### config.mk
export PLATFORM = sky130hd
export DESIGN_NAME = exp_arbiter_flat
export DESIGN_NICKNAME = d
export VERILOG_FILES = /design/src/rtl/exp_arbiter_if.sv /design/src/rtl/exp_arbiter.sv /design/src/flat_wrapper.sv
export SDC_FILE = /design/constraint.sdc
export NUM_CORES = 1
export LEC_CHECK = 0
export ABC_CLOCK_PERIOD_IN_PS = 2460
export CAP_MARGIN = 20
export CELL_PAD_IN_SITES_DETAIL_PLACEMENT = 0
export CELL_PAD_IN_SITES_GLOBAL_PLACEMENT = 2
export CORE_ASPECT_RATIO = 0.75
export CORE_MARGIN = 1.5
export CORE_UTILIZATION = 24
export DETAILED_ROUTE_END_ITERATION = 8
export PLACE_DENSITY = 0.75
export SETUP_SLACK_MARGIN = 0.2
export SLEW_MARGIN = 10
export SYNTH_ARGS = -nofsm -noshare
export SYNTH_HDL_FRONTEND = slang
export SYNTH_SLANG_ARGS = --single-unit
### constraint.sdc
create_clock -name clk -period 2.46 [get_ports clk]
set_clock_uncertainty 0.1 [all_clocks]
set_input_delay 0.615 -clock clk [delete_from_list [all_inputs] [get_ports clk]]
set_output_delay 0.615 -clock clk [all_outputs]
set_load 0.005 [all_outputs]
### src/rtl/exp_arbiter_if.sv
// exp_arbiter_if: client request/response bus plus engine launch/result
// bus. master = the arbiter, slave = clients and engine side.
interface exp_arbiter_if #(
  parameter int N_REQ = 4
);
  logic [N_REQ-1:0]    reqValid;
  logic [16*N_REQ-1:0] reqX;
  logic [N_REQ-1:0]    reqGrant;
  logic [N_REQ-1:0]    respDone;
  logic [1:0]          respInt;
  logic [15:0]         respFrac;
  logic                respErr;
  logic                busy;
  logic                engFault;
  logic                engStart;
  logic [15:0]         engX;
  logic                engDone;
  logic [1:0]          engInt;
  logic [15:0]         engFrac;

  modport master (
    input  reqValid,
    input  reqX,
    input  engDone,
    input  engInt,
    input  engFrac,
    output reqGrant,
    output respDone,
    output respInt,
    output respFrac,
    output respErr,
    output busy,
    output engFault,
    output engStart,
    output engX
  );

  modport slave (
    output reqValid,
    output reqX,
    output engDone,
    output engInt,
    output engFrac,
    input  reqGrant,
    input  respDone,
    input  respInt,
    input  respFrac,
    input  respErr,
    input  busy,
    input  engFault,
    input  engStart,
    input  engX
  );
endinterface

### src/rtl/exp_arbiter.sv
// exp_arbiter: round-robin sharing of one exponential engine by N_REQ
// requesters, with an engine watchdog and one-hot registered responses.
// Ports: clk; rst (async, active high); bus (exp_arbiter_if.master):
//   reqValid/reqX in, reqGrant/respDone/respInt/respFrac/respErr,
//   busy/engFault out; engStart/engX out, engDone/engInt/engFrac in.
module exp_arbiter #(
  parameter int N_REQ   = 4,
  parameter int TIMEOUT = 4095
) (
  input logic           clk,
  input logic           rst,
  exp_arbiter_if.master bus
);
  localparam int IW = $clog2(N_REQ);
  localparam logic [15:0] WD_LAST = 16'(TIMEOUT - 1);

  localparam logic [2:0] S_IDLE  = 3'd0;
  localparam logic [2:0] S_START = 3'd1;
  localparam logic [2:0] S_GUARD = 3'd2;
  localparam logic [2:0] S_WAIT  = 3'd3;
  localparam logic [2:0] S_RESP  = 3'd4;

  logic [2:0]       state;
  logic [2:0]       state_n;
  logic [IW-1:0]    ptr;
  logic [IW-1:0]    gnt;
  logic [IW-1:0]    win;
  logic [IW-1:0]    idx;
  logic             found;
  logic [15:0]      wdog;
  logic             launch;
  logic             take;
  logic             expire;
  logic [N_REQ-1:0] win_oh;
  logic [N_REQ-1:0] gnt_oh;
  logic [15:0]      win_x;

  // First pending requester scanning upward from ptr, with wrap.
  always_comb begin
    found = 1'b0;
    win   = ptr;
    idx   = ptr;
    for (int k = 0; k < N_REQ; k++) begin
      idx = ptr + IW'(k);
      if (!found && bus.reqValid[idx]) begin
        found = 1'b1;
        win   = idx;
      end
    end
  end

  assign win_oh = N_REQ'(1) << win;
  assign gnt_oh = N_REQ'(1) << gnt;
  assign win_x  = bus.reqX[{win, 4'b0000} +: 16];

  assign launch = (state == S_IDLE) && found;
  assign take   = (state == S_WAIT) && bus.engDone;

  // A done arriving on the last watchdog cycle still wins.
  assign expire = (state == S_WAIT) && !bus.engDone
                  && (wdog == WD_LAST);

  always_comb begin
    state_n = state;
    unique case (state)
      S_IDLE:  if (launch) state_n = S_START;
      S_START: state_n = S_GUARD;
      S_GUARD: state_n = S_WAIT;
      S_WAIT:  if (take || expire) state_n = S_RESP;
      S_RESP:  state_n = S_IDLE;
      default: state_n = S_IDLE;
    endcase
  end

  always_ff @(posedge clk or posedge rst) begin
    if (rst) begin
      state <= S_IDLE;
    end else begin
      state <= state_n;
    end
  end

  // ptr moves past the winner once granted, so a requester that
  // stays valid queues behind every other pending one.
  always_ff @(posedge clk or posedge rst) begin
    if (rst) begin
      ptr <= '0;
      gnt <= '0;
    end else begin
      if (launch) begin
        gnt <= win;
      end
      if (state == S_START) begin
        ptr <= gnt + IW'(1);
      end
    end
  end

  // GUARD clears the watchdog; engDone is not looked at there
  // because the engine may still hold it from the last operation.
  always_ff @(posedge clk or posedge rst) begin
    if (rst) begin
      wdog <= '0;
    end else if (state == S_GUARD) begin
      wdog <= '0;
    end else if (state == S_WAIT && !take && !expire) begin
      wdog <= wdog + 16'd1;
    end
  end

  always_ff @(posedge clk or posedge rst) begin
    if (rst) begin
      bus.engStart <= 1'b0;
      bus.engX     <= '0;
      bus.reqGrant <= '0;
    end else begin
      bus.engStart <= launch;
      bus.reqGrant <= launch ? win_oh : '0;
      if (launch) begin
        bus.engX <= win_x;
      end
    end
  end

  always_ff @(posedge clk or posedge rst) begin
    if (rst) begin
      bus.respDone <= '0;
      bus.respInt  <= '0;
      bus.respFrac <= '0;
      bus.respErr  <= 1'b0;
    end else begin
      bus.respDone <= (take || expire) ? gnt_oh : '0;
      if (take) begin
        bus.respInt  <= bus.engInt;
        bus.respFrac <= bus.engFrac;
        bus.respErr  <= 1'b0;
      end else if (expire) begin
        bus.respInt  <= '0;
        bus.respFrac <= '0;
        bus.respErr  <= 1'b1;
      end
    end
  end

  always_ff @(posedge clk or posedge rst) begin
    if (rst) begin
      bus.busy     <= 1'b0;
      bus.engFault <= 1'b0;
    end else begin
      bus.busy     <= (state_n != S_IDLE);
      bus.engFault <= bus.engFault | expire;
    end
  end
endmodule

### src/flat_wrapper.sv
// flat-port wrapper written by rule: the top's interface ports become plain ports
module exp_arbiter_flat 
#(
  parameter int N_REQ   = 4,
  parameter int TIMEOUT = 4095
)
  (clk, rst, bus_reqValid, bus_reqX, bus_engDone, bus_engInt, bus_engFrac, bus_reqGrant, bus_respDone, bus_respInt, bus_respFrac, bus_respErr, bus_busy, bus_engFault, bus_engStart, bus_engX);
  exp_arbiter_if #(.N_REQ(N_REQ)) bus_i ();
  input logic clk;
  input logic rst;
  input wire logic [$bits(bus_i.reqValid)-1:0] bus_reqValid;
  input wire logic [$bits(bus_i.reqX)-1:0] bus_reqX;
  input wire logic [$bits(bus_i.engDone)-1:0] bus_engDone;
  input wire logic [$bits(bus_i.engInt)-1:0] bus_engInt;
  input wire logic [$bits(bus_i.engFrac)-1:0] bus_engFrac;
  output wire logic [$bits(bus_i.reqGrant)-1:0] bus_reqGrant;
  output wire logic [$bits(bus_i.respDone)-1:0] bus_respDone;
  output wire logic [$bits(bus_i.respInt)-1:0] bus_respInt;
  output wire logic [$bits(bus_i.respFrac)-1:0] bus_respFrac;
  output wire logic [$bits(bus_i.respErr)-1:0] bus_respErr;
  output wire logic [$bits(bus_i.busy)-1:0] bus_busy;
  output wire logic [$bits(bus_i.engFault)-1:0] bus_engFault;
  output wire logic [$bits(bus_i.engStart)-1:0] bus_engStart;
  output wire logic [$bits(bus_i.engX)-1:0] bus_engX;
  assign bus_i.reqValid = bus_reqValid;
  assign bus_i.reqX = bus_reqX;
  assign bus_i.engDone = bus_engDone;
  assign bus_i.engInt = bus_engInt;
  assign bus_i.engFrac = bus_engFrac;
  assign bus_reqGrant = bus_i.reqGrant;
  assign bus_respDone = bus_i.respDone;
  assign bus_respInt = bus_i.respInt;
  assign bus_respFrac = bus_i.respFrac;
  assign bus_respErr = bus_i.respErr;
  assign bus_busy = bus_i.busy;
  assign bus_engFault = bus_i.engFault;
  assign bus_engStart = bus_i.engStart;
  assign bus_engX = bus_i.engX;
  exp_arbiter #(.N_REQ(N_REQ), .TIMEOUT(TIMEOUT)) u_core (.clk(clk), .rst(rst), .bus(bus_i));
endmodule
Yosys cells after proc, flatten, opt, wreduce, memory -nomap -nowiden

Index checks and enable logic that the tools add are counted.

Bits in registers: 69
Output and inout bits: 46
Logic and storage cells: 78

Add/subtract/negate cells: 5
Order comparisons: 4
Equal/unequal tests: 4
Shift-type cells: 3
Multiplexer cells: 28
Bitwise logic cells: 1
Reductions and logical operators: 20

Operators with widths:

| kind                                                       | count |
|---|---|
| 2-to-1 mux 16 bit                                          | 4 |
| indexed part select 64 x 7 -> 16 bit                       | 1 |
| adder 16 x 1 -> 16 bit, second input constant              | 1 |
| equality test 16 x 12 -> 1 bit, second input constant      | 1 |
| less-than comparator 2 x 3 -> 1 bit, second input constant | 4 |
| one-hot mux 3 bit (4 select lines)                         | 1 |
| 2-to-1 mux 1 bit                                           | 10 |
| 2-to-1 mux 2 bit                                           | 5 |
| logical AND 1 bit                                          | 9 |
| binary-select mux 1 bit (select 2 bit)                     | 4 |
| 2-to-1 mux 4 bit                                           | 2 |
| left shift 1 x 2 -> 4 bit, first input constant            | 2 |
| equality test 3 x 2 -> 1 bit, second input constant        | 2 |
| logical NOT 1 bit                                          | 6 |
| 2-to-1 mux 3 bit                                           | 2 |
| adder 2 x 1 -> 2 bit, second input constant                | 2 |
| adder 2 bit, second input constant                         | 2 |
| nonzero test 2 bit                                         | 2 |
| equality test 3 x 1 -> 1 bit, second input constant        | 1 |
| logical NOT 3 bit                                          | 1 |
| nonzero test 3 bit                                         | 1 |
| logical OR 1 bit                                           | 1 |
| OR 1 bit                                                   | 1 |

Depth between registers and ports, before layout

Gate-level depths: netlist (run 1).

Depth in word-level cells: 16
Gate-level depth with buffers: 7

Least setup slack after synthesis (run 1)

Ideal clock, no wire load.

Path kind: input to register
From: in bus_reqValid[1]
To: reg u_core.bus.engX[0]
Arrival time: 2.045 ns
Setup slack: 0.190 ns
Cell stages on the path: 5
Buffers on the path: 1
Cells stage by stage: buf_2 > or3_4 > nand3_4 > mux4_2 > mux2_2

Word-level cells in the longest chain between the ends: 13
Elaborated cells on any way between the ends: 23
Those cells by class: shift: 1; mux: 15; reduce/logical: 7

Ends and longest elaborated chain:

| element                                                                          | RTL line                             | text |
|---|---|---|
| start, declared                                                                  | flat_wrapper.sv:11                   | `input wire logic [$bits(bus_i.reqValid)-1:0] bus_reqValid;` |
| binary-select mux 1 bit (select 2 bit)                                           | exp_arbiter.sv:45                    | `if (!found && bus.reqValid[idx]) begin` |
| 2-to-1 mux 1 bit (not written as such)                                           | exp_arbiter.sv:45                    |  |
| 2-to-1 mux 1 bit                                                                 | exp_arbiter.sv:45                    |  |
| logical NOT 1 bit                                                                | exp_arbiter.sv:45                    |  |
| logical AND 1 bit                                                                | exp_arbiter.sv:45                    |  |
| 2-to-1 mux 1 bit                                                                 | exp_arbiter.sv:45                    |  |
| logical NOT 1 bit                                                                | exp_arbiter.sv:45                    |  |
| logical AND 1 bit                                                                | exp_arbiter.sv:45                    |  |
| 2-to-1 mux 1 bit                                                                 | exp_arbiter.sv:45                    |  |
| logical NOT 1 bit                                                                | exp_arbiter.sv:45                    |  |
| logical AND 1 bit                                                                | exp_arbiter.sv:45                    |  |
| 2-to-1 mux 2 bit / 2-to-1 mux 1 bit (equally long branches)                      | exp_arbiter.sv:45                    |  |
| indexed part select 64 x 7 -> 16 bit / logical AND 1 bit (equally long branches) | exp_arbiter.sv:54, exp_arbiter.sv:56 |  |
| end signal, assigned                                                             | exp_arbiter.sv:120                   | `bus.engX <= win_x;` |
| end, declared                                                                    | exp_arbiter_if.sv:35                 | `output engX` |

Several ways; a longest one is shown, not always the timed one. The select of a mux whose other input is x is not followed.
A chain may end at the register's enable or synchronous reset.

Final worst setup path (run 1)

From: in bus_reqValid[3]
To: reg u_core.bus.engX[0]

The elaborated chain is that of the path after synthesis.

==> results.cfg, run 1 <==
[synthesis]
synthDistinctLibCells = 60
syn_area_um2 = 3650
muxShareOfSynthArea_pct = 4.56
syn_avg_cell_area_um2 = 10.5
synthAdderAreaFrac_pct = 2.06
synth_compound_area_share_pct = 21.3
synthSimpleGateAreaFrac_pct = 19.9
synthFlopType = dfrtp_1
synth-edff-count = 0
synth_top_family_by_area = compound AO/OA/AOI/OAI gates
ys_ff_latch = 69
synth_xor_xnor_area_share_pct = 0.960
synth_cells = 347
ys_seq_area_share_pct = 47.3
async_flop_share_pct = 100
syn-num-nets = 442
yosysWarnings = 0

[worst_hold_path]
hold_path.class = reg2reg

[place]
routabilityCongestion = 0.811
dpl.hpwl_mm = 8.67
dpl.cell_count = 687
place_ws_ns = -0.345
dpl-instance-area_um2 = 5430
port_buffers = 134

[setup_path]
max_stage_delay_ns = 0.52
crit_chain = dlygate4sd2_1, or3_4, nand3_4, mux4_2, mux2_2
crit_type = in2reg
critPathTopFamily = multiplexers
worstSetupEndpointType = flop
worst_path_max_delay_cell = mux4_2
startpoint_type = input pin
crit_buf_inv = 1
path_max_fanout = 6
critPathRequiredTime_ns = 2.57
crit_arrival_ns = 2.30

[sta]
setup_ws_ns = 0.270
worst_slew_pin_slew_ns = 0.512
setup_viol = 0
grt_setup_unrepaired = no
layout_min_cycle_time_ns = 2.19
final_hold_viol_count = 0
slew_headroom_pct = 65.8
whs_ns = 0.375
max_freq_mhz = 457
slew_violations = 0
finalCritPeriodShare_pct = 89.0

[clock_network]
cts_tree = built
cts.sinks = 69
cts_max_level = 3
cts_root_buffer = clkbuf_16
cts_max_path_buffers = 2
clk_pin_slew_worst_paths_ns = 0.06
cts_buffers = 9
clk_latency_ns = 0.33

[global_routing]
antenna_found_initial = 0
grt_max_degree = 70
grt_pass1_wl_mm = 18.2
grt_pass1_vias = 3257
grt.overflow.total = 0
grt_use_total_pct = 14.5

[drt]
routedLengthMet1_mm = 5.89
routed_wl_mm = 11.7
final_antenna_net_count = 0
met3WireLength_um = 728
drt-vias-per-instance = 4.82
highest_layer = met4
drtPass1Iterations = 4
drc = 0
routed-wl-met2_mm = 4.98
wl_per_cell_um = 16.6
first_iter_violations = 286
vias = 3381

[layout]
n_antenna_cell = 0
final_area_um2 = 5730
drive_gt1_share_pct = 16.7
syn2layout_area_growth_pct = 57.0
final_nets = 593
layoutNonFillerInstCount = 702

[die]
die-area_um2 = 16000
dieHeight_um = 110
rows = 38
start_util_pct = 24.9
die_w_um = 145
coreArea_um2 = 14600
io_pins = 135

[power_and_ir_drop]
power_uw = 5620
power.density_nw_per_um2 = 980
p_leak_uw = 0.00232
ir_drop_mv = 0.362

[status]
status = complete, no violations

[flow_run]
cap_violations = 0
[registers in the layout, indices dropped and copies added (netlist names), 2 cells and up]
register / cells
u_core.bus.engX: 16
u_core.bus.respInt: 2
u_core.bus.respFrac: 16
u_core.bus.reqGrant: 4
u_core.ptr: 2
u_core.bus.respDone: 4
u_core.state: 3
u_core.wdog: 16
u_core.gnt: 2
[cells in the final DEF, fill, tap and decap left out, types with 5 or more instances in the layout]
master             n
inv_1              5
a41oi_1           12
o31a_1            12
and4_1            13
nor2_1            26
nor2b_1            6
o211ai_1           5
a22o_1            18
o21ai_0           19
mux2_2             5
clkdlybuf4s50_1  130
nand4_1            6
nand2_1           15
buf_4             28
a21oi_1            7
nand3_1           18
ha_1               6
dfrtp_1           68
o21ai_1           15
clkbuf_16          9
[worst paths after layout]
kind	start	end	slack (ns)	cells past startpoint
worst max-delay path	bus_reqValid[3]	u_core.bus.engX[0]$_DFFE_PP0P_	0.27	5
worst min-delay path	u_core.bus.engFault$_DFF_PP0_	u_core.bus.engFault$_DFF_PP0_	0.37	1
worst max register to register	u_core.ptr[1]$_DFFE_PP0P_	u_core.bus.engX[0]$_DFFE_PP0P_	0.29	6
worst min register to register	u_core.bus.engFault$_DFF_PP0_	u_core.bus.engFault$_DFF_PP0_	0.37	1
max in group asynchronous	rst	u_core.bus.respFrac[4]$_DFFE_PP0P_	1.29	3
min in group asynchronous	rst	u_core.bus.engX[12]$_DFFE_PP0P_	0.61	3
[through the flow]
stage | setup TNS, ns | utilization, %
floorplan | 0 | -
global placement | -9.77 | 37.0
detailed placement | -6.44 | 37.1
CTS | 0 | 39.1
global route | 0 | 39.1
finish | 0 | 39.1
[Yosys cell counts, types with 4 or more instances]
cell / n / area share (%)
a21oi_1: 7 / 0.96
a22o_1: 18 / 4.3
a41oi_1: 12 / 2.9
and3_1: 4 / 0.69
and4_1: 13 / 3.1
buf_2: 10 / 1.4
clkbuf_1: 13 / 1.3
dfrtp_1: 69 / 47
ha_1: 6 / 2.1
inv_1: 6 / 0.62
mux2_2: 5 / 1.5
mux4_2: 4 / 2.5
nand2_1: 15 / 1.5
nand3_1: 18 / 2.5
nand4_1: 6 / 1.0
nor2_1: 27 / 2.8
nor2b_1: 8 / 1.4
o211ai_1: 5 / 1.0
o21ai_0: 19 / 2.6
o21ai_1: 15 / 2.1
o31a_1: 12 / 2.9
o31ai_1: 4 / 0.82
[layer usage]
layer,vias to the layer above,track usage [%]
met5,-,0
li1,1617,-
met4,0,3.50
met3,4,3.78
met2,106,20.9
met1,1654,21.3
[timing repair]
action                     in CTS  in global routing
setup endpoints to repair      21                  2
resized for setup               8                  1
hold buffers                    0                  0
buffers inserted                0                  0
pin swaps                       0                  0
[where the power goes]
group,internal [uW],total [uW],switching (uW)
registers,1520,1820,296
logic,1440,2530,1090
clock network,778,1270,496
[kinds of logic (layout without fill, tap and decap cells)]
logic type	count (synthesis)	count (layout)
buffers and inverters	33	188
and+or+nand+nor	118	118
AOI/OAI and AO/OA	106	106
xor gates and xnor gates	4	4
muxes	11	11
DFF	69	69
adders and majority gates	6	6
[layout make-up]
| class | instances | area [um2] |
|---|---|---|
| Clock buffer | 9 | 225 |
| Fill cell | 1462 | 8910 |
| Tap cell | 200 | 250 |
| Multi-Input combinational cell | 245 | 1800 |
| Sequential cell | 69 | 1730 |
| Inverter | 7 | 30.0 |
| Timing Repair Buffer | 166 | 1630 |
| Clock inverter | 6 | 65.1 |
(Power assumes the default switching activity.)
==> run 2, diff against run 1 <==
MAX_ROUTING_LAYER = met4   (was default)
PLACE_DENSITY = default   (was 0.75)
PLACE_DENSITY_LB_ADDON = 0.3   (was default)
==> run 2 against run 1 <==
Core utilization rose by 0.62 points. Critical path depth rose by 1. Sequential power shrank 2%. Critical endpoint is now u_core.bus.engX[5]$_DFFE_PP0P_.
==> results.cfg, run 2 (same netlist as run 1, synthesis figures left out) <==
[drt]
met3WireLength_um = 504
wl_per_cell_um = 16.9
drtPass1Iterations = 4
final_antenna_net_count = 0
routed_wl_mm = 12.0
routed-wl-met2_mm = 5.29
first_iter_violations = 248
drt-vias-per-instance = 4.74
drc = 0
routedLengthMet1_mm = 6.09
highest_layer = met4
vias = 3379

[die]
die_w_um = 145
dieHeight_um = 110
die-area_um2 = 16000
rows = 38
start_util_pct = 24.9
io_pins = 135
coreArea_um2 = 14600

[sta]
setup_ws_ns = 0.207
setup_viol = 0
slew_violations = 0
whs_ns = 0.385
worst_slew_pin_slew_ns = 0.549
max_freq_mhz = 444
grt_setup_unrepaired = yes
final_hold_viol_count = 0
layout_min_cycle_time_ns = 2.25
finalCritPeriodShare_pct = 91.6
slew_headroom_pct = 63.4

[setup_path]
crit_type = reg2reg
startpoint_type = flop
crit_chain = nor3b_2, buf_4, or3_4, nand3_4, mux4_2, mux2_2
crit_arrival_ns = 2.37
worstSetupEndpointType = flop
worst_path_max_delay_cell = mux4_2
path_max_fanout = 5
reg2regPathDepth = 6
max_stage_delay_ns = 0.52
critPathRequiredTime_ns = 2.57

[global_routing]
grt_pass1_vias = 3402
antenna_found_initial = 0
grt_use_total_pct = 15.4
grt.overflow.total = 0
grt_max_degree = 49
grt_pass1_wl_mm = 18.6

[layout]
mostFrequentLayoutCell = clkdlybuf4s50_1
final_nets = 603
layoutNonFillerInstCount = 713
seq_area_um2 = 1730
nFillCells = 1468
n_antenna_cell = 0
final_cell_mix = 130 x clkdlybuf4s50_1, 69 x dfrtp_1, 37 x buf_4, 26 x nor2_1
drive_gt1_share_pct = 18.7
largestRegisters = u_core.bus.engX (16), u_core.bus.respFrac (16), u_core.wdog (16)
syn2layout_area_growth_pct = 59.5
multi_input_area_um2 = 1810

[clock_network]
cts_max_path_buffers = 2
cts_tree = built
clk_pin_slew_worst_paths_ns = 0.06
cts_max_level = 3
cts.sinks = 69
clk_latency_ns = 0.32
cts_buffers = 9
cts_root_buffer = clkbuf_16

[flow_run]
cap_violations = 0

[power_and_ir_drop]
ir_drop_mv = 0.381
power_uw = 5800
p_leak_uw = 0.00238
power.density_nw_per_um2 = 996

[worst_hold_path]
hold_depth = 1
hold_path.class = reg2reg

[place]
routabilityCongestion = 0.813
dpl.cell_count = 695
place_ws_ns = -0.594
dpl.hpwl_mm = 9.07
port_buffers = 134

[status]
status = complete, no violations
-- run 2: cell types whose count changed in the layout (fill, tap and decap cells not counted), moves of 2 or more --
| cell | before | now |
|---|---|---|
| clkbuf_2 | 0 | 2 |
| buf_4 | 28 | 37 |
| dlygate4sd2_1 | 4 | 1 |
| clkbuf_8 | 0 | 2 |
-- run 2: worst paths after layout --
kind                                                            to                          start  slack [ns]
worst max register to register      u_core.bus.engX[5]$_DFFE_PP0P_      u_core.ptr[0]$_DFFE_PP0P_        0.21
worst max-delay path                u_core.bus.engX[5]$_DFFE_PP0P_      u_core.ptr[0]$_DFFE_PP0P_        0.21
worst min-delay path                 u_core.bus.engFault$_DFF_PP0_  u_core.bus.engFault$_DFF_PP0_        0.38
worst min register to register       u_core.bus.engFault$_DFF_PP0_  u_core.bus.engFault$_DFF_PP0_        0.38
max in group asynchronous       u_core.bus.respFrac[5]$_DFFE_PP0P_                            rst        1.31
min in group asynchronous           u_core.bus.engX[2]$_DFFE_PP0P_                            rst        0.46
-- run 2: what timing repair did --
action	CTS	global route
cloned	0	0
hold buffers	0	0
endpoints found under the hold margin	0	0
setup endpoints to repair	24	16
setup buffers	2	0
pin swaps	1	3
resized for setup	9	7
-- run 2: critical path, delay by kind of cell (launching register included) --
family | cells | cell delay, ns
and+or+nand+nor | 3 | 0.72
DFF | 1 | 0.40
muxes | 2 | 0.79
buffers and inverters | 1 | 0.13
-- run 2: per-layer routing --
metal / global-route usage (%) / vias to the layer above
li1: - / 1644
met1: 22.0 / 1634
met2: 21.9 / 92
met3: 2.45 / 9
met4: 5.25 / 0
met5: - / -
-- run 2: area by class of cell --
type,instances,share of cell area (%)
inverter,7,0.516
tap,200,4.30
clock buffer,11,4.34
timing repair buffer,176,29.1
multi-input combinational,245,31.1
sequential,69,29.7
clock inverter,5,0.989
-- run 2: stage by stage --
| step | cell area [um2] | util (%) | setup TNS (ns) |
|---|---|---|---|
| finish | 5820 | 39.7 | 0 |
| global placement | 5460 | 37.3 | -9.77 |
| global route | 5820 | 39.7 | 0 |
| detailed placement | 5470 | 37.3 | -10.71 |
| floorplan | 3650 | - | 0 |
| CTS | 5820 | 39.7 | 0 |
-- run 2: where the power goes --
group,internal [uW],leakage [uW],switching [uW]
Clock,842,0.000156,484
Combinational,1510,0.00135,1180
Sequential,1520,0.000875,259
